--- config.mk ---
export PLATFORM = sky130hd
export DESIGN_NAME = sa_os_ctrl_flat
export DESIGN_NICKNAME = d
export VERILOG_FILES = /design/src/rtl/sa_os_ctrl_if.sv /design/src/rtl/sa_os_ctrl.sv /design/src/flat_wrapper.sv
export SDC_FILE = /design/constraint.sdc
export NUM_CORES = 1
export LEC_CHECK = 0
export ABC_AREA = 0
export BUFFER_PORTS_ARGS = -buffer_cell sky130_fd_sc_hd__buf_2
export CORE_ASPECT_RATIO = 0.75
export CORE_MARGIN = 5
export CORE_UTILIZATION = 50
export CTS_CLUSTER_DIAMETER = 80
export DETAILED_ROUTE_END_ITERATION = 7
export GPL_TIMING_DRIVEN = 0
export PLACE_DENSITY = 0.8
export SETUP_SLACK_MARGIN = 0.3
export SKIP_LAST_GASP = 1
export SYNTH_ARGS = -nofsm -noshare
export SYNTH_HDL_FRONTEND = slang
export SYNTH_SLANG_ARGS = --single-unit
--- constraint.sdc ---
create_clock -name CLK -period 16.3 [get_ports CLK]
set_input_delay 0 -clock CLK [delete_from_list [all_inputs] [get_ports CLK]]
set_output_delay 0 -clock CLK [all_outputs]
set_load 0.1 [all_outputs]
--- src/rtl/sa_os_ctrl_if.sv ---
// Tile-level bus of the output-stationary array sequencer: scheduler handshake,
// operand buffer read port and skewed array feed.
interface sa_os_ctrl_if #(
  parameter int N     = 8,
  parameter int WIDTH = 8,
  parameter int K_W   = 10
) ();
  logic                 start;
  logic [K_W-1:0]       k_len;
  logic                 busy;
  logic                 done;
  logic                 res_valid;
  logic                 a_rd_en;
  logic                 b_rd_en;
  logic [K_W-1:0]       rd_addr;
  logic [WIDTH*N-1:0]   a_rd_data;
  logic [WIDTH*N-1:0]   b_rd_data;
  logic [WIDTH*N-1:0]   arr_aa;
  logic [WIDTH*N-1:0]   arr_bb;
  logic                 arr_clr;

  // Scheduler / buffer / array side.
  modport master (
    output start, k_len, a_rd_data, b_rd_data,
    input  busy, done, res_valid, a_rd_en, b_rd_en, rd_addr,
           arr_aa, arr_bb, arr_clr
  );

  // Sequencer side.
  modport slave (
    input  start, k_len, a_rd_data, b_rd_data,
    output busy, done, res_valid, a_rd_en, b_rd_en, rd_addr,
           arr_aa, arr_bb, arr_clr
  );
endinterface

--- src/rtl/sa_os_ctrl.sv ---
// Per-tile sequencer for the output-stationary systolic MAC array:
// clear, skewed operand feed, wavefront drain, results-final handshake.
module sa_os_ctrl #(
  parameter int N      = 8,
  parameter int WIDTH  = 8,
  parameter int K_W    = 10,
  parameter int PE_LAT = 1
) (
  input  logic         CLK,
  input  logic         RST,
  sa_os_ctrl_if.slave  bus
);

  localparam int DR_LEN = 2 * N + PE_LAT;
  localparam int DR_W   = $clog2(DR_LEN + 1);
  localparam logic [DR_W-1:0] DR_LOAD = DR_W'(DR_LEN - 1);

  typedef enum logic [2:0] {
    IDLE,
    CLEAR,
    FEED,
    DRAIN,
    DONE
  } state_t;

  state_t             state;
  state_t             state_nxt;
  logic [K_W-1:0]     k_reg;
  logic [K_W-1:0]     feed_cnt;
  logic [DR_W-1:0]    drn_cnt;
  logic               clr_q;
  logic               rv_q;
  logic               rd_en_d;
  logic               feed_last;
  logic               rd_en;
  logic [WIDTH*N-1:0] aa;
  logic [WIDTH*N-1:0] bb;

  // Compare against k_reg-1 so k_len = 2^K_W-1 ends without the counter wrapping.
  assign feed_last = (feed_cnt == k_reg - K_W'(1));

  always_ff @(posedge CLK or posedge RST) begin
    if (RST) state <= IDLE;
    else     state <= state_nxt;
  end

  always_comb begin
    state_nxt   = state;
    rd_en       = 1'b0;
    bus.busy    = 1'b0;
    bus.done    = 1'b0;
    bus.rd_addr = '0;
    unique case (state)
      IDLE: begin
        if (bus.start) state_nxt = CLEAR;
      end
      CLEAR: begin
        bus.busy  = 1'b1;
        state_nxt = (k_reg == '0) ? DONE : FEED;
      end
      FEED: begin
        bus.busy    = 1'b1;
        rd_en       = 1'b1;
        bus.rd_addr = feed_cnt;
        if (feed_last) state_nxt = DRAIN;
      end
      DRAIN: begin
        bus.busy = 1'b1;
        if (drn_cnt == '0) state_nxt = DONE;
      end
      DONE: begin
        bus.busy  = 1'b1;
        bus.done  = 1'b1;
        state_nxt = IDLE;
      end
      default: state_nxt = IDLE;
    endcase
  end

  always_ff @(posedge CLK or posedge RST) begin
    if (RST) begin
      k_reg    <= '0;
      feed_cnt <= '0;
      drn_cnt  <= '0;
      clr_q    <= 1'b0;
      rv_q     <= 1'b0;
      rd_en_d  <= 1'b0;
    end else begin
      // Clear is registered off the next state so it lines up with CLEAR.
      clr_q   <= (state_nxt == CLEAR);
      rd_en_d <= rd_en;
      unique case (state)
        IDLE: begin
          if (bus.start) begin
            k_reg <= bus.k_len;
            rv_q  <= 1'b0;
          end
        end
        CLEAR: feed_cnt <= '0;
        FEED: begin
          feed_cnt <= feed_cnt + K_W'(1);
          if (feed_last) drn_cnt <= DR_LOAD;
        end
        DRAIN: drn_cnt <= drn_cnt - DR_W'(1);
        DONE:  rv_q <= 1'b1;
        default: ;
      endcase
    end
  end

  assign bus.a_rd_en   = rd_en;
  assign bus.b_rd_en   = rd_en;
  assign bus.arr_clr   = clr_q;
  assign bus.res_valid = rv_q;

  // Lane z gets z+1 stages; stage 0 zero-fills slots with no read in flight.
  for (genvar z = 0; z < N; z++) begin : g_lane
    logic [WIDTH-1:0] a_st [z+1];
    logic [WIDTH-1:0] b_st [z+1];

    always_ff @(posedge CLK or posedge RST) begin
      if (RST) begin
        for (int unsigned i = 0; i < z + 1; i++) begin
          a_st[i] <= '0;
          b_st[i] <= '0;
        end
      end else begin
        a_st[0] <= rd_en_d ? bus.a_rd_data[z*WIDTH +: WIDTH] : '0;
        b_st[0] <= rd_en_d ? bus.b_rd_data[z*WIDTH +: WIDTH] : '0;
        for (int unsigned i = 1; i < z + 1; i++) begin
          a_st[i] <= a_st[i-1];
          b_st[i] <= b_st[i-1];
        end
      end
    end

    assign aa[z*WIDTH +: WIDTH] = a_st[z];
    assign bb[z*WIDTH +: WIDTH] = b_st[z];
  end

  assign bus.arr_aa = aa;
  assign bus.arr_bb = bb;

endmodule

--- src/flat_wrapper.sv ---
// flat-port wrapper written by rule: the top's interface ports become plain ports
module sa_os_ctrl_flat 
#(
  parameter int N      = 8,
  parameter int WIDTH  = 8,
  parameter int K_W    = 10,
  parameter int PE_LAT = 1
)
  (CLK, RST, bus_start, bus_k_len, bus_a_rd_data, bus_b_rd_data, bus_busy, bus_done, bus_res_valid, bus_a_rd_en, bus_b_rd_en, bus_rd_addr, bus_arr_aa, bus_arr_bb, bus_arr_clr);
  sa_os_ctrl_if #(.N(N), .WIDTH(WIDTH), .K_W(K_W)) bus_i ();
  input  logic CLK;
  input  logic RST;
  input wire logic [$bits(bus_i.start)-1:0] bus_start;
  input wire logic [$bits(bus_i.k_len)-1:0] bus_k_len;
  input wire logic [$bits(bus_i.a_rd_data)-1:0] bus_a_rd_data;
  input wire logic [$bits(bus_i.b_rd_data)-1:0] bus_b_rd_data;
  output wire logic [$bits(bus_i.busy)-1:0] bus_busy;
  output wire logic [$bits(bus_i.done)-1:0] bus_done;
  output wire logic [$bits(bus_i.res_valid)-1:0] bus_res_valid;
  output wire logic [$bits(bus_i.a_rd_en)-1:0] bus_a_rd_en;
  output wire logic [$bits(bus_i.b_rd_en)-1:0] bus_b_rd_en;
  output wire logic [$bits(bus_i.rd_addr)-1:0] bus_rd_addr;
  output wire logic [$bits(bus_i.arr_aa)-1:0] bus_arr_aa;
  output wire logic [$bits(bus_i.arr_bb)-1:0] bus_arr_bb;
  output wire logic [$bits(bus_i.arr_clr)-1:0] bus_arr_clr;
  assign bus_i.start = bus_start;
  assign bus_i.k_len = bus_k_len;
  assign bus_i.a_rd_data = bus_a_rd_data;
  assign bus_i.b_rd_data = bus_b_rd_data;
  assign bus_busy = bus_i.busy;
  assign bus_done = bus_i.done;
  assign bus_res_valid = bus_i.res_valid;
  assign bus_a_rd_en = bus_i.a_rd_en;
  assign bus_b_rd_en = bus_i.b_rd_en;
  assign bus_rd_addr = bus_i.rd_addr;
  assign bus_arr_aa = bus_i.arr_aa;
  assign bus_arr_bb = bus_i.arr_bb;
  assign bus_arr_clr = bus_i.arr_clr;
  sa_os_ctrl #(.N(N), .WIDTH(WIDTH), .K_W(K_W), .PE_LAT(PE_LAT)) u_core (.CLK(CLK), .RST(RST), .bus(bus_i));
endmodule
==> run_summary.xml <==
<?xml version="1.0" encoding="UTF-8"?>
<metrics>
  <group name="floorplan">
    <metric name="design.die.area" unit="um2">40040</metric>
    <metric name="fp.coreArea" unit="um2">35730</metric>
    <metric name="floorplan.io_pins" unit="">285</metric>
    <metric name="die_height" unit="um">174.6</metric>
    <metric name="die-width" unit="um">229.4</metric>
    <metric name="start_util" unit="">0.5051</metric>
    <metric name="placement_rows" unit="">60</metric>
  </group>
  <group name="setup_path">
    <metric name="reg2reg_depth" unit="">11</metric>
    <metric name="r2r-end" unit="">u_core.drn_cnt[1]</metric>
    <metric name="start_kind" unit="">register</metric>
    <metric name="worst_path_max_delay_cell" unit="">buf_2</metric>
    <metric name="largest_fanout_of_any_net_on_the_critical_path" unit="">12</metric>
    <metric name="timing.critical_path.to" unit="">bus_rd_addr[6]</metric>
    <metric name="critical-path-top-delay-family" unit="">buffers and inverters</metric>
    <metric name="crit_start" unit="">u_core.state[0]</metric>
    <metric name="timing.rr.start" unit="">u_core.k_reg[0]</metric>
    <metric name="path_cells" unit="">buf_2 -&gt; or3_4 -&gt; clkbuf_1 -&gt; inv_1 -&gt; clkbuf_1 -&gt; and2_1 -&gt; buf_2</metric>
    <metric name="crit_required" unit="ns">16.30</metric>
    <metric name="crit_end_element" unit="">primary output</metric>
    <metric name="critPathArrivalTime" unit="ns">2.94</metric>
    <metric name="timing.setup.critical_path_class" unit="">register to primary output</metric>
    <metric name="reg2reg_setup_slack" unit="ns">13.49</metric>
    <metric name="crit_path_buf_inv_count" unit="">5</metric>
    <metric name="timing.critical_path.slowest_cell_delay" unit="ns">0.43</metric>
    <metric name="path_depth" unit="">7</metric>
  </group>
  <group name="pwr">
    <metric name="share_seq_of_total_power" unit="">0.440</metric>
    <metric name="switching_share" unit="">0.3690</metric>
    <metric name="netSwitchingPower" unit="mW">1.761</metric>
    <metric name="power.density" unit="nW/um2">202.1</metric>
    <metric name="power_report.internal_total" unit="mW">3.012</metric>
    <metric name="leakage_power_of_the_design" unit="nW">11.95</metric>
    <metric name="irDropWorstVdd" unit="mV">0.1487</metric>
    <metric name="pwr-share-comb" unit="">0.291</metric>
    <metric name="power_frac_clock" unit="">0.269</metric>
  </group>
  <group name="synth">
    <metric name="synth-simple-area-share" unit="">0.07105</metric>
    <metric name="ys_warn_count" unit="">0</metric>
    <metric name="netlist_area" unit="um2">18050</metric>
    <metric name="ys_top_cells_by_area" unit="">dfrtp_1 (84%), and2_1 (4.8%), buf_4 (4.7%), o21ai_0 (0.53%), mux2_2 (0.50%)</metric>
    <metric name="synth_edf_count" unit="">0</metric>
    <metric name="ys.flop_type" unit="">dfrtp_1</metric>
    <metric name="synth_top_family_by_area" unit="">simple AND/OR/NAND/NOR gates</metric>
    <metric name="compound_gate_portion_of_the_synthesized_area" unit="">0.01518</metric>
    <metric name="synth_xor_xnor_area_share" unit="">0.007763</metric>
    <metric name="synth.top_cell.area_share" unit="">0.8415</metric>
    <metric name="yosys.cell_types.count" unit="">43</metric>
    <metric name="seq_area_frac_synth" unit="">0.8415</metric>
    <metric name="synth.largest_area_cell" unit="">dfrtp_1</metric>
    <metric name="synthAdderAreaFrac" unit="">0.002079</metric>
    <metric name="synth_async_reset_ratio" unit="">1.000</metric>
    <metric name="post_synth.cell_area_avg" unit="um2">17.18</metric>
    <metric name="synth-seq-cells" unit="">607</metric>
    <metric name="post_synth_inst_count" unit="">1051</metric>
    <metric name="postSynthNetCount" unit="">1195</metric>
    <metric name="yosys-mux-area-fraction" unit="">0.006100</metric>
  </group>
  <group name="timing">
    <metric name="timing.final.crit_period" unit="ns">2.943</metric>
    <metric name="maxSlewHeadroom" unit="">0.2604</metric>
    <metric name="fmax" unit="MHz">339.7</metric>
    <metric name="finalClockSkew" unit="ns">0.01103</metric>
    <metric name="holdWs" unit="ns">0.1409</metric>
    <metric name="tns" unit="ns">0</metric>
    <metric name="finalCritPeriodShare" unit="">0.1806</metric>
    <metric name="tightest_slew" unit="ns">1.109</metric>
    <metric name="unrepaired_setup_endpoints_after_global_routing" unit="">false</metric>
    <metric name="slew_violations" unit="">0</metric>
    <metric name="hold_violations_final" unit="">0</metric>
    <metric name="setup_viol" unit="">0</metric>
  </group>
  <group name="layout">
    <metric name="multiInputGateArea" unit="um2">1844</metric>
    <metric name="num-fill-cells" unit="">2272</metric>
    <metric name="syn_to_final_growth" unit="%">30.84</metric>
    <metric name="layout-drive-gt1-share" unit="">0.3291</metric>
    <metric name="seqCellArea" unit="um2">15190</metric>
    <metric name="number_of_nets_in_the_layout" unit="">1692</metric>
    <metric name="biggestRegsByFlops" unit="">u_core.g_lane.a_st (232), u_core.g_lane.b_st (232)</metric>
    <metric name="finish.utilization" unit="">0.6610</metric>
  </group>
  <group name="placement">
    <metric name="place.port_buffers" unit="">284</metric>
    <metric name="place_congestion" unit="">0.8125</metric>
    <metric name="hpwl_dp" unit="um">21210</metric>
  </group>
  <group name="global_routing">
    <metric name="grt_max_degree" unit="">47</metric>
    <metric name="grt_util_all_layers" unit="">0.1974</metric>
    <metric name="grt_pass1_wl" unit="um">62130</metric>
    <metric name="grt_pass1_vias" unit="">10989</metric>
    <metric name="total_congestion_overflow" unit="">0</metric>
    <metric name="antenna_found_initial" unit="">2</metric>
  </group>
  <group name="clocking">
    <metric name="clk_buf_depth" unit="">3</metric>
    <metric name="cts.repair_timing.setup_buffer_count" unit="">0</metric>
    <metric name="cts_tree" unit="">done</metric>
    <metric name="postCtsHoldBufs" unit="">143</metric>
    <metric name="clock_root_cell" unit="">clkbuf_16</metric>
    <metric name="clock_sink_count" unit="">607</metric>
    <metric name="cts_resized" unit="">0</metric>
    <metric name="clkTransAtPathRegs" unit="ns">0.07</metric>
    <metric name="clkLatencyLatePin" unit="ns">0.56</metric>
    <metric name="numCtsBuffers" unit="">52</metric>
    <metric name="h-tree-depth" unit="">2</metric>
  </group>
  <group name="route">
    <metric name="detail_route.wirelength" unit="um">38390</metric>
    <metric name="top_layer_used" unit="">met4</metric>
    <metric name="wl_met3" unit="um">1913</metric>
    <metric name="drt_first_pass_iters" unit="">5</metric>
    <metric name="antenna_violating_nets_post_route" unit="">0</metric>
    <metric name="detail_route.iter0.violations" unit="">584</metric>
    <metric name="route.layer.met1.wl" unit="um">14240</metric>
    <metric name="drt-wirelength-per-cell" unit="um">18.67</metric>
    <metric name="met2_wirelength" unit="um">21320</metric>
    <metric name="drt-vias-per-instance" unit="">4.595</metric>
    <metric name="drc_errors" unit="">0</metric>
    <metric name="detailroute.via_count" unit="">9447</metric>
  </group>
  <group name="outcome">
    <metric name="outcome" unit="">complete, no violations</metric>
  </group>
  <group name="run">
    <metric name="max_cap_viol_count" unit="">0</metric>
  </group>
  <group name="min_path">
    <metric name="min_path_type" unit="">input port to async pin</metric>
  </group>
</metrics>
==> power by group through the flow <==
stage,Clock (mW),Sequential [mW],Combinational [mW]
6_report,1.28,2.10,1.39
5_1_grt,1.38,2.14,1.45
4_1_cts,1.31,2.09,1.38
3_5_place_dp,0,2.10,1.34
3_3_place_gp,0,2.08,1.31
2_1_floorplan,0,2.15,1.04
==> synth_stat cells (2+ instances only) <==
cell type / count
and3_1: 3
a31oi_1: 4
xnor2_1: 10
ha_1: 3
nor2_1: 22
mux2_2: 8
o21ai_0: 19
nand2_1: 16
nor4_1: 2
a21oi_1: 7
nand3b_1: 4
nand2b_1: 2
dfrtp_1: 607
a31o_1: 3
a211oi_1: 3
nand4_1: 3
clkbuf_2: 2
buf_4: 114
and2_1: 139
a21o_1: 3
or3_4: 2
nor2b_1: 2
nand3_1: 7
nor3_1: 7
buf_2: 4
mux2i_1: 2
inv_1: 8
xor2_1: 6
nor3b_1: 2
nor3_2: 2
clkbuf_1: 23
==> area by class of cell <==
| cell class | instances | share of cell area |
|---|---|---|
| diodes | 2 | 0.0002119 |
| plain buffers | 144 | 0.04164 |
| clock buffers | 70 | 0.06219 |
| clock inverters | 25 | 0.01420 |
| inverters | 9 | 0.001589 |
| multi-input cells | 291 | 0.07808 |
| flip-flops and latches | 607 | 0.6431 |
| well taps | 465 | 0.02463 |
| repair buffers | 443 | 0.1343 |
==> routing by layer <==
layer,up-vias,global-route usage
met5,-,0
met4,0,0.05234
met3,80,0.04050
met2,328,0.3655
met1,4838,0.2365
li1,4201,-
==> worst min path at each step <==
stage                       from                         to  slack (ns)
6_report                     RST         u_core.feed_cnt[9]        0.14
5_1_grt        bus_a_rd_data[55]  u_core.g_lane[6].a_st[55]        0.17
4_1_cts                      RST         u_core.feed_cnt[9]        0.12
3_5_place_dp                 RST   u_core.g_lane[0].b_st[2]        0.18
3_3_place_gp        bus_k_len[1]            u_core.k_reg[1]        0.21
2_1_floorplan       bus_k_len[0]            u_core.k_reg[0]        0.12
==> stage by stage <==
step	area, um2	instances	power, mW	setup slack (ns)
3_5_place_dp	20380	1816	3.445	13.60
5_1_grt	23620	2056	4.976	13.11
6_report	23620	2056	4.773	13.36
3_3_place_gp	20060	1800	3.390	5.590
2_1_floorplan	18050	1051	3.181	8.019
4_1_cts	23610	2054	4.781	13.35
==> cells by family (layout without fill, tap and decap cells) <==
| kind of cell | count (synthesis) | in the layout |
|---|---|---|
| compound gates | 45 | 45 |
| xor+xnor | 16 | 16 |
| fa+ha+maj | 3 | 3 |
| buf+inv | 153 | 691 |
| flops | 607 | 607 |
| mux | 10 | 10 |
| other cells | 0 | 2 |
| simple gates | 217 | 217 |
==> cells in the final DEF (no fill, tap or decap), types with 3 or more instances in the layout <==
cell,instances
a211oi_1,3
a21o_1,3
a21oi_1,7
a31o_1,3
a31oi_1,4
and2_1,139
and3_1,3
buf_12,16
buf_2,288
buf_4,114
bufinv_16,7
clkbuf_1,31
clkbuf_16,52
clkbuf_8,10
clkinv_2,10
clkinv_4,3
clkinvlp_4,3
dfrtp_1,607
dlygate4sd3_1,143
ha_1,3
inv_1,7
mux2_2,8
nand2_1,16
nand3_1,7
nand3b_1,4
nand4_1,3
nor2_1,22
nor3_1,7
o21ai_0,19
xnor2_1,10
xor2_1,6
==> worst min-delay path, stage by stage <==
cell and delay, ns:
dlygate4sd3_1 0.53, buf_2 0.13, clkinvlp_4 0.52
No activity file was read; power rests on OpenSTA's default activity.
